### src/rtl/wb_openram_arbiter.sv
// Two Wishbone classic slave ports sharing one 1RW OpenRAM macro port; all macro outputs registered.
// Define WB_OPENRAM_ARB_PRIO_EN for fixed A-over-B priority; the default build uses round-robin.
module wb_openram_arbiter #(
    parameter int ADDR_WIDTH = 8,
    parameter int DATA_WIDTH = 32
) (
    input  logic                    wb_clk_i,
    input  logic                    wb_rstn_i,

    input  logic                    wbs_a_cyc_i,
    input  logic                    wbs_a_stb_i,
    input  logic                    wbs_a_we_i,
    input  logic [DATA_WIDTH/8-1:0] wbs_a_sel_i,
    input  logic [31:0]             wbs_a_adr_i,
    input  logic [DATA_WIDTH-1:0]   wbs_a_dat_i,
    output logic                    wbs_a_ack_o,
    output logic [DATA_WIDTH-1:0]   wbs_a_dat_o,

    input  logic                    wbs_b_cyc_i,
    input  logic                    wbs_b_stb_i,
    input  logic                    wbs_b_we_i,
    input  logic [DATA_WIDTH/8-1:0] wbs_b_sel_i,
    input  logic [31:0]             wbs_b_adr_i,
    input  logic [DATA_WIDTH-1:0]   wbs_b_dat_i,
    output logic                    wbs_b_ack_o,
    output logic [DATA_WIDTH-1:0]   wbs_b_dat_o,

    output logic                    ram_csb_o,
    output logic                    ram_web_o,
    output logic [DATA_WIDTH/8-1:0] ram_wmask_o,
    output logic [ADDR_WIDTH-1:0]   ram_addr_o,
    output logic [DATA_WIDTH-1:0]   ram_din_o,
    input  logic [DATA_WIDTH-1:0]   ram_dout_i
);
    localparam int SEL_WIDTH = DATA_WIDTH / 8;

    typedef enum logic [1:0] {
        IDLE,
        ACCESS,
        RDWAIT,
        ACK
    } state_t;

    state_t                r_state;
    logic                  r_grantB;
    logic                  r_csb;
    logic                  r_web;
    logic [SEL_WIDTH-1:0]  r_wmask;
    logic [ADDR_WIDTH-1:0] r_addr;
    logic [DATA_WIDTH-1:0] r_din;
    logic                  r_ackA;
    logic                  r_ackB;
    logic [DATA_WIDTH-1:0] r_datA;
    logic [DATA_WIDTH-1:0] r_datB;
`ifndef WB_OPENRAM_ARB_PRIO_EN
    logic                  r_lastB;
`endif

    logic                  w_reqA;
    logic                  w_reqB;
    logic                  w_pickB;
    logic                  w_we;
    logic [SEL_WIDTH-1:0]  w_sel;
    logic [ADDR_WIDTH-1:0] w_addr;
    logic [DATA_WIDTH-1:0] w_din;
    logic                  w_unused;

    assign w_reqA = wbs_a_cyc_i & wbs_a_stb_i;
    assign w_reqB = wbs_b_cyc_i & wbs_b_stb_i;

`ifdef WB_OPENRAM_ARB_PRIO_EN
    assign w_pickB = ~w_reqA;
`else
    // On a tie the port that was not served last time wins.
    assign w_pickB = w_reqB & (~w_reqA | ~r_lastB);
`endif

    assign w_we   = w_pickB ? wbs_b_we_i  : wbs_a_we_i;
    assign w_sel  = w_pickB ? wbs_b_sel_i : wbs_a_sel_i;
    assign w_addr = w_pickB ? wbs_b_adr_i[ADDR_WIDTH+1:2] : wbs_a_adr_i[ADDR_WIDTH+1:2];
    assign w_din  = w_pickB ? wbs_b_dat_i : wbs_a_dat_i;

    // Upper address bits are decoded upstream; byte-offset bits are covered by sel.
    assign w_unused = ^{wbs_a_adr_i[31:ADDR_WIDTH+2], wbs_a_adr_i[1:0],
                        wbs_b_adr_i[31:ADDR_WIDTH+2], wbs_b_adr_i[1:0]};

    always_ff @(posedge wb_clk_i or negedge wb_rstn_i) begin
        if (!wb_rstn_i) begin
            r_state  <= IDLE;
            r_grantB <= 1'b0;
            r_csb    <= 1'b1;
            r_web    <= 1'b1;
            r_wmask  <= '0;
            r_addr   <= '0;
            r_din    <= '0;
            r_ackA   <= 1'b0;
            r_ackB   <= 1'b0;
            r_datA   <= '0;
            r_datB   <= '0;
`ifndef WB_OPENRAM_ARB_PRIO_EN
            r_lastB  <= 1'b1;
`endif
        end else begin
            r_ackA <= 1'b0;
            r_ackB <= 1'b0;
            case (r_state)
                IDLE: begin
                    if (w_reqA || w_reqB) begin
                        r_grantB <= w_pickB;
                        r_addr   <= w_addr;
                        r_din    <= w_din;
                        r_web    <= ~w_we;
                        r_wmask  <= w_we ? w_sel : '0;
                        r_csb    <= 1'b0;
`ifndef WB_OPENRAM_ARB_PRIO_EN
                        r_lastB  <= w_pickB;
`endif
                        r_state  <= ACCESS;
                    end
                end
                ACCESS: begin
                    r_csb <= 1'b1;
                    if (r_web) begin
                        r_state <= RDWAIT;
                    end else begin
                        r_ackA  <= ~r_grantB;
                        r_ackB  <= r_grantB;
                        r_state <= ACK;
                    end
                end
                RDWAIT: begin
                    // Macro read data is valid for the whole cycle after its capture edge.
                    if (r_grantB) begin
                        r_datB <= ram_dout_i;
                    end else begin
                        r_datA <= ram_dout_i;
                    end
                    r_ackA  <= ~r_grantB;
                    r_ackB  <= r_grantB;
                    r_state <= ACK;
                end
                ACK: begin
                    r_state <= IDLE;
                end
                default: begin
                    r_state <= IDLE;
                end
            endcase
        end
    end

    assign ram_csb_o   = r_csb;
    assign ram_web_o   = r_web;
    assign ram_wmask_o = r_wmask;
    assign ram_addr_o  = r_addr;
    assign ram_din_o   = r_din;
    assign wbs_a_ack_o = r_ackA;
    assign wbs_a_dat_o = r_datA;
    assign wbs_b_ack_o = r_ackB;
    assign wbs_b_dat_o = r_datB;

endmodule

### config.mk
export PLATFORM = sky130hd
export DESIGN_NAME = wb_openram_arbiter
export DESIGN_NICKNAME = d
export VERILOG_FILES = /design/src/rtl/wb_openram_arbiter.sv
export SDC_FILE = /design/constraint.sdc
export NUM_CORES = 1
export LEC_CHECK = 0
export CORE_MARGIN = 3
export CORE_UTILIZATION = 39
export CTS_BUF_LIST = sky130_fd_sc_hd__clkbuf_16
export DETAILED_ROUTE_END_ITERATION = 8
export PLACE_DENSITY = 0.87
export SKIP_CTS_REPAIR_TIMING = 1
export SLEW_MARGIN = 10
export SYNTH_ARGS = -nofsm -noshare
export SYNTH_HDL_FRONTEND = slang
export SYNTH_SLANG_ARGS = --single-unit
### constraint.sdc
create_clock -name wb_clk_i -period 2 [get_ports wb_clk_i]
set_input_delay 0.4 -clock wb_clk_i [delete_from_list [all_inputs] [get_ports wb_clk_i]]
set_output_delay 0.4 -clock wb_clk_i [all_outputs]
set_load 0.01 [all_outputs]
; ---- Word level (Yosys, flattened, before mapping)
; Cells that the tools add are included.
[totals]
inputBits = 176
word_cells = 45
ff_bits = 116
[op_classes]
bitwise = 8
eq_ne = 4
n_mux = 14
reduce_logical = 7
[ops]
columns = cell, n
row1 = $mux W32, 1
row2 = $mux W4, 2
row3 = $mux W8, 1
row4 = $pmux W2 S4, 1
row5 = $reduce_and A2 Y1, 4
row6 = $pmux W1 S2, 3
row7 = $mux W1, 5
row8 = $eq A2 B2 Y1 const B, 2
row9 = $not A1 Y1, 4
row10 = $and A1 B1 Y1, 3
row11 = $eq A2 B1 Y1 const B, 1
row12 = $logic_not A2 Y1, 1
row13 = $mux W2, 1
row14 = $ne A2 B2 Y1 const B, 1
row15 = $reduce_bool A2 Y1, 1
row16 = $logic_or A1 B1 Y1, 1
row17 = $or A1 B1 Y1, 1

; ---- Logic depth before layout (Yosys ltp)
[depth]
word_depth = 6
mapped_depth = 6

; ---- Worst setup path after synthesis
; OpenSTA, ideal clock, no wires.
[synth_timing]
kind = flip-flop to flip-flop
start = register r_state[0]
end = register r_datA[10], in the netlist wbs_a_dat_o[10]
setup_ps = 125
path_stages_with_launch = 7
synth_period_minus_slack_ps = 1551
arrival_time_ps = 1427
setup_slack_ps = 449
path_buffers = 2
required_ps = 1875
path_cell_list = dfrtp_1 -> inv_1 -> ha_1 -> nor2b_1 -> clkbuf_2 -> buf_4 -> mux2_2
[synth_between]
elab_chain_len = 2
[synth_rtl]
columns = item, line
row1 = start: declaration, 44  ; state_t r_state;
row2 = start signal: assignment, 89  ; r_state <= IDLE;
row3 = start signal: assignment, 118  ; r_state <= ACCESS;
row4 = start signal: assignment, 124  ; r_state <= RDWAIT;
row5 = $eq A2 B2 Y1, 106  ; case (r_state)
row6 = $reduce_and A2 Y1 (no line), -
row7 = end signal: assignment, 136  ; r_datA <= ram_dout_i;
row8 = end: declaration, 53  ; logic [DATA_WIDTH-1:0] r_datA;
; Every way passes these cells.
; A chain may end at the register's enable or synchronous reset.

; ---- Worst setup path after layout
[layout_timing]
start = register r_web, in the netlist ram_web_o
end = output port ram_web_o
[layout_rtl]
columns = item, line
row1 = start: declaration, 47  ; logic r_web;
row2 = start signal: assignment, 112  ; r_web <= ~w_we;
row3 = end: declaration, 29  ; output logic ram_web_o,
; No word-level cell between the ends.

==> out/metrics.sh <==
TIMING.CRITICAL_PATH.CELLS='clkdlybuf4s50_1'
DR_TOTAL_VIAS=4697
REG2REG_DEPTH=6
NETLIST.AREA_LEADER.SHARE=0.5519
ROWS=41
CRITICAL_PATH_BUF_INV_COUNT=1
CLK-INSERTION-DELAY-LATE_NS=0.39
CORE-AREA_SQ_MM=0.01272
PLACE_CONGESTION=0.8339
FP.DIEW_MICRONS=120.6
HTREEDEPTH=4
CTSLONGESTPATHBUFFERS=2
BUFFER_PORTS.INSERTED=239
PERIOD_NEEDED_NS=1.898
FMAXACHIEVABLE_MHz=526.8
DRTITER0DRC=347
REGTOREGSETUPSLACK_NS=0.14
FINAL_CELL_MIX='sky130_fd_sc_hd__clkdlybuf4s50_1 (238), sky130_fd_sc_hd__dfrtp_1 (113), sky130_fd_sc_hd__mux2_2 (62)'
GRT_MAX_DEGREE=50
SYNTH_COMPOUND_AREA_FRAC=0.1587
FIRST_GLOBAL_VIAS=4889
P_TOTAL_mW=13.53
HOLDCRITPATHCLASS='input port to asynchronous set/reset pin'
CELL_AREA_AFTER_SYNTHESIS_SQ_MM=0.005124
I_O_PIN_CNT=288
SYNTHXORXNORAREAFRAC=0
PLACE_WS_NS=-0.2725
TIMING.CRITICAL_PATH.FROM='ram_web_o$_DFFE_PN1P_'
WORST-PATH-MAX-FANOUT=3
POWER_PER_CELL_AREA_mW_PER_MM2=1608
WORST_R2R_STARTPOINT='r_state[1]$_DFFE_PN0P_'
DESIGN.DIE.AREA_SQ_MM=0.01455
SETUP_WS_NS=0.1016
COMBINED_GLOBAL_ROUTE_UTILIZATION_OF_ALL_METAL_LAYERS=0.2265
LAYOUT.CELLS.MOST_COMMON='sky130_fd_sc_hd__clkdlybuf4s50_1'
ROUTED_WIRE_LENGTH_PER_INSTANCE_MICRONS=19.55
MIN_PERIOD_OVER_PERIOD=0.9492
CTSROOTBUFFERMASTER='sky130_fd_sc_hd__clkbuf_16'
FINAL_HOLD_VIOL_COUNT=0
SETUP_VIOL=0
WORSTREG2REGEND='ram_wmask_o[0]$_DFFE_PN0P_'
PART_OF_THE_YOSYS_AREA_USED_FOR_SEQUENTIAL_ELEMENTS=0.5673
CRITICAL-PATH-TOP-DELAY-FAMILY='flip-flops'
POSTLAYOUTCOREUTIL=0.6613
CRITICAL_PATH.MAX_STAGE_DELAY_NS=0.56
ROUTED_VIAS_INST=5.436
SYNTH.AVG_CELL_AREA_SQ_UM=11.75
FINAL_NET_COUNT=861
PLACE_AREA_SQ_MM=0.007751
REPORTED_MAX_CAP_VIOLATION_COUNT=0
CLKSINKCOUNT=116
IR_WORST_VDD_V=0.0007169
SYNTH_TOP_FAMILY_BY_AREA='compound AO/OA/AOI/OAI gates'
MAXSLEWHEADROOM=0.5712
HOLDWS_NS=0.0001448
SYNTHESIS.NETS=617
TRITONCTS='built'
SYNTH_CELLS=436
TOTAL_LEAKAGE_POWER_nW=3.373
WORST_PIN_SLEW_NS=0.6417
GRT_FIRST_PASS_WIRELENGTH_MICRONS=26080
TOTALNEGATIVESETUPSLACK_NS=0
SYNTH.LARGEST_AREA_CELL='sky130_fd_sc_hd__dfrtp_1'
SYN2LAYOUT_AREA_GROWTH_PCT=64.20
DRT_PASS1_ITERATIONS=5
FLOORPLAN.DIE.HEIGHT_MICRONS=120.6
SYNTHMUXAREASHARE=0.1426
WIRE_LENGTH_REPORTED_BY_THE_DETAILED_ROUTER_MICRONS=16900
YOSYS_REGISTER_BITS=116
CLOCK_SKEW_NS=0.007920
CTS-BUFFERS-INSERTED=17
FRACTION_OF_THE_MAPPED_NETLIST_AREA_IN_SIMPLE_LOGIC_GATES=0.06129
SYNTH-ASYNC-RESET-RATIO=1.000
SYNTH_FLOP_TYPE='sky130_fd_sc_hd__dfrtp_1'
ANTENNA_LEFT=0
SYNTH_ENABLE_FLOP_CELLS=0
LAYOUTNONFILLERINSTCOUNT=864
GLOBALROUTEOVERFLOWTOTAL=0
CRITICAL_PATH_REQUIRED_NS=1.60
INITIAL_CORE_UTIL=0.4027
POST_ROUTE_CELLS_DRIVE_ABOVE_1_SHARE=0.1879
DPL.CELL_COUNT=832
MAX_SLEW_VIOLATION_COUNT=0
FRACTION_OF_THE_MAPPED_NETLIST_AREA_IN_ADDER_CELLS=0.01221
CLK_TRANSITION_REPORTED_PATHS_NS=0.06
SYNTH_TOP_AREA_CELLS='sky130_fd_sc_hd__dfrtp_1 (55%), sky130_fd_sc_hd__mux2_2 (14%), sky130_fd_sc_hd__a31oi_1 (5.0%)'
WORST_SETUP_PATH_END_KIND='output pin'
CRIT_PATH_TOP_DELAY_CELL='sky130_fd_sc_hd__dfstp_2'
TIMING_WORST_SETUP_PATH_TYPE='flip-flop to output pin'
ANTENNA_FOUND_INITIAL=0
DETAILEDPLACEMENTHPWL_MICRONS=12090
DETAIL_ROUTE.DRC_VIOLATIONS=0
ANTENNA-DIODE-COUNT=0
NETLIST_CELL_TYPES=33
OUTCOME='complete, no violations'
SETUP_REPAIR_AFTER_GLOBAL_ROUTING_MISSED_ITS_MARGIN='no'
CP-START-KIND='flip-flop'
POST-ROUTE-CELL-AREA_SQ_MM=0.008413
CP.ARRIVAL_NS=1.50
YS.WARNINGS.COUNT=0
==> power by group <==
group          internal (mW)  switching, mW
clock network           2.22           1.11
logic                   3.38           2.54
registers               3.57          0.706
total                   9.17           4.35
==> how the worst max path moves through the flow <==
stage          slack, ns  cells past startpoint                           to
6_report            0.10                      1                    ram_web_o
5_1_grt             0.03                      6   ram_wmask_o[0]$_DFFE_PN0P_
4_1_cts            -0.09                      5    ram_din_o[24]$_DFFE_PN0P_
3_5_place_dp       -0.27                      4    ram_din_o[24]$_DFFE_PN0P_
3_3_place_gp       -0.17                      4     ram_din_o[9]$_DFFE_PN0P_
2_1_floorplan       0.45                      6  wbs_a_dat_o[10]$_DFFE_PN0P_
==> flip-flops by register name, summed over array words and instances, names as in the netlist <==
signal and cells:
ram_din_o 32, wbs_a_dat_o 32, wbs_b_dat_o 32, ram_addr_o 8
ram_wmask_o 4, r_state 2, r_grantB 1, r_lastB 1
ram_csb_o 1, ram_web_o 1, wbs_a_ack_o 1, wbs_b_ack_o 1
==> kinds of logic (layout without fill, tap and decap cells) <==
| group | count (synthesis) | after routing |
|---|---|---|
| compound gates | 142 | 142 |
| simple gates | 62 | 63 |
| buf+inv | 46 | 301 |
| flops | 116 | 116 |
| fa+ha+maj | 5 | 5 |
| mux | 65 | 65 |
==> metal layers <==
layer | part of all wire | track usage
met5 | 0 | 0
met4 | 0.013 | 0.06091
met3 | 0.085 | 0.06876
met2 | 0.50 | 0.3839
met1 | 0.40 | 0.2819
==> synthesized netlist by cell type (all sizes together) (2+ instances only) <==
cell,count
dfrtp,113
mux2,64
o21ai,48
nand3,45
a21oi,41
a31oi,41
buf,34
clkbuf,6
inv,6
ha,5
nand2,4
nand4,4
nor2,4
dfstp,3
o311ai,3
a22o,2
and2,2
nor2b,2
o22ai,2
==> area by class of cell <==
cell class / instances / area (sq um)
clock buffers: 17 / 425.4
clock inverters: 14 / 225.2
fillers: 953 / 4309
inverters: 6 / 22.52
multi-input cells: 275 / 1953
flip-flops and latches: 116 / 2907
well taps: 172 / 215.2
repair buffers: 264 / 2665
(Power assumes the default switching activity.)
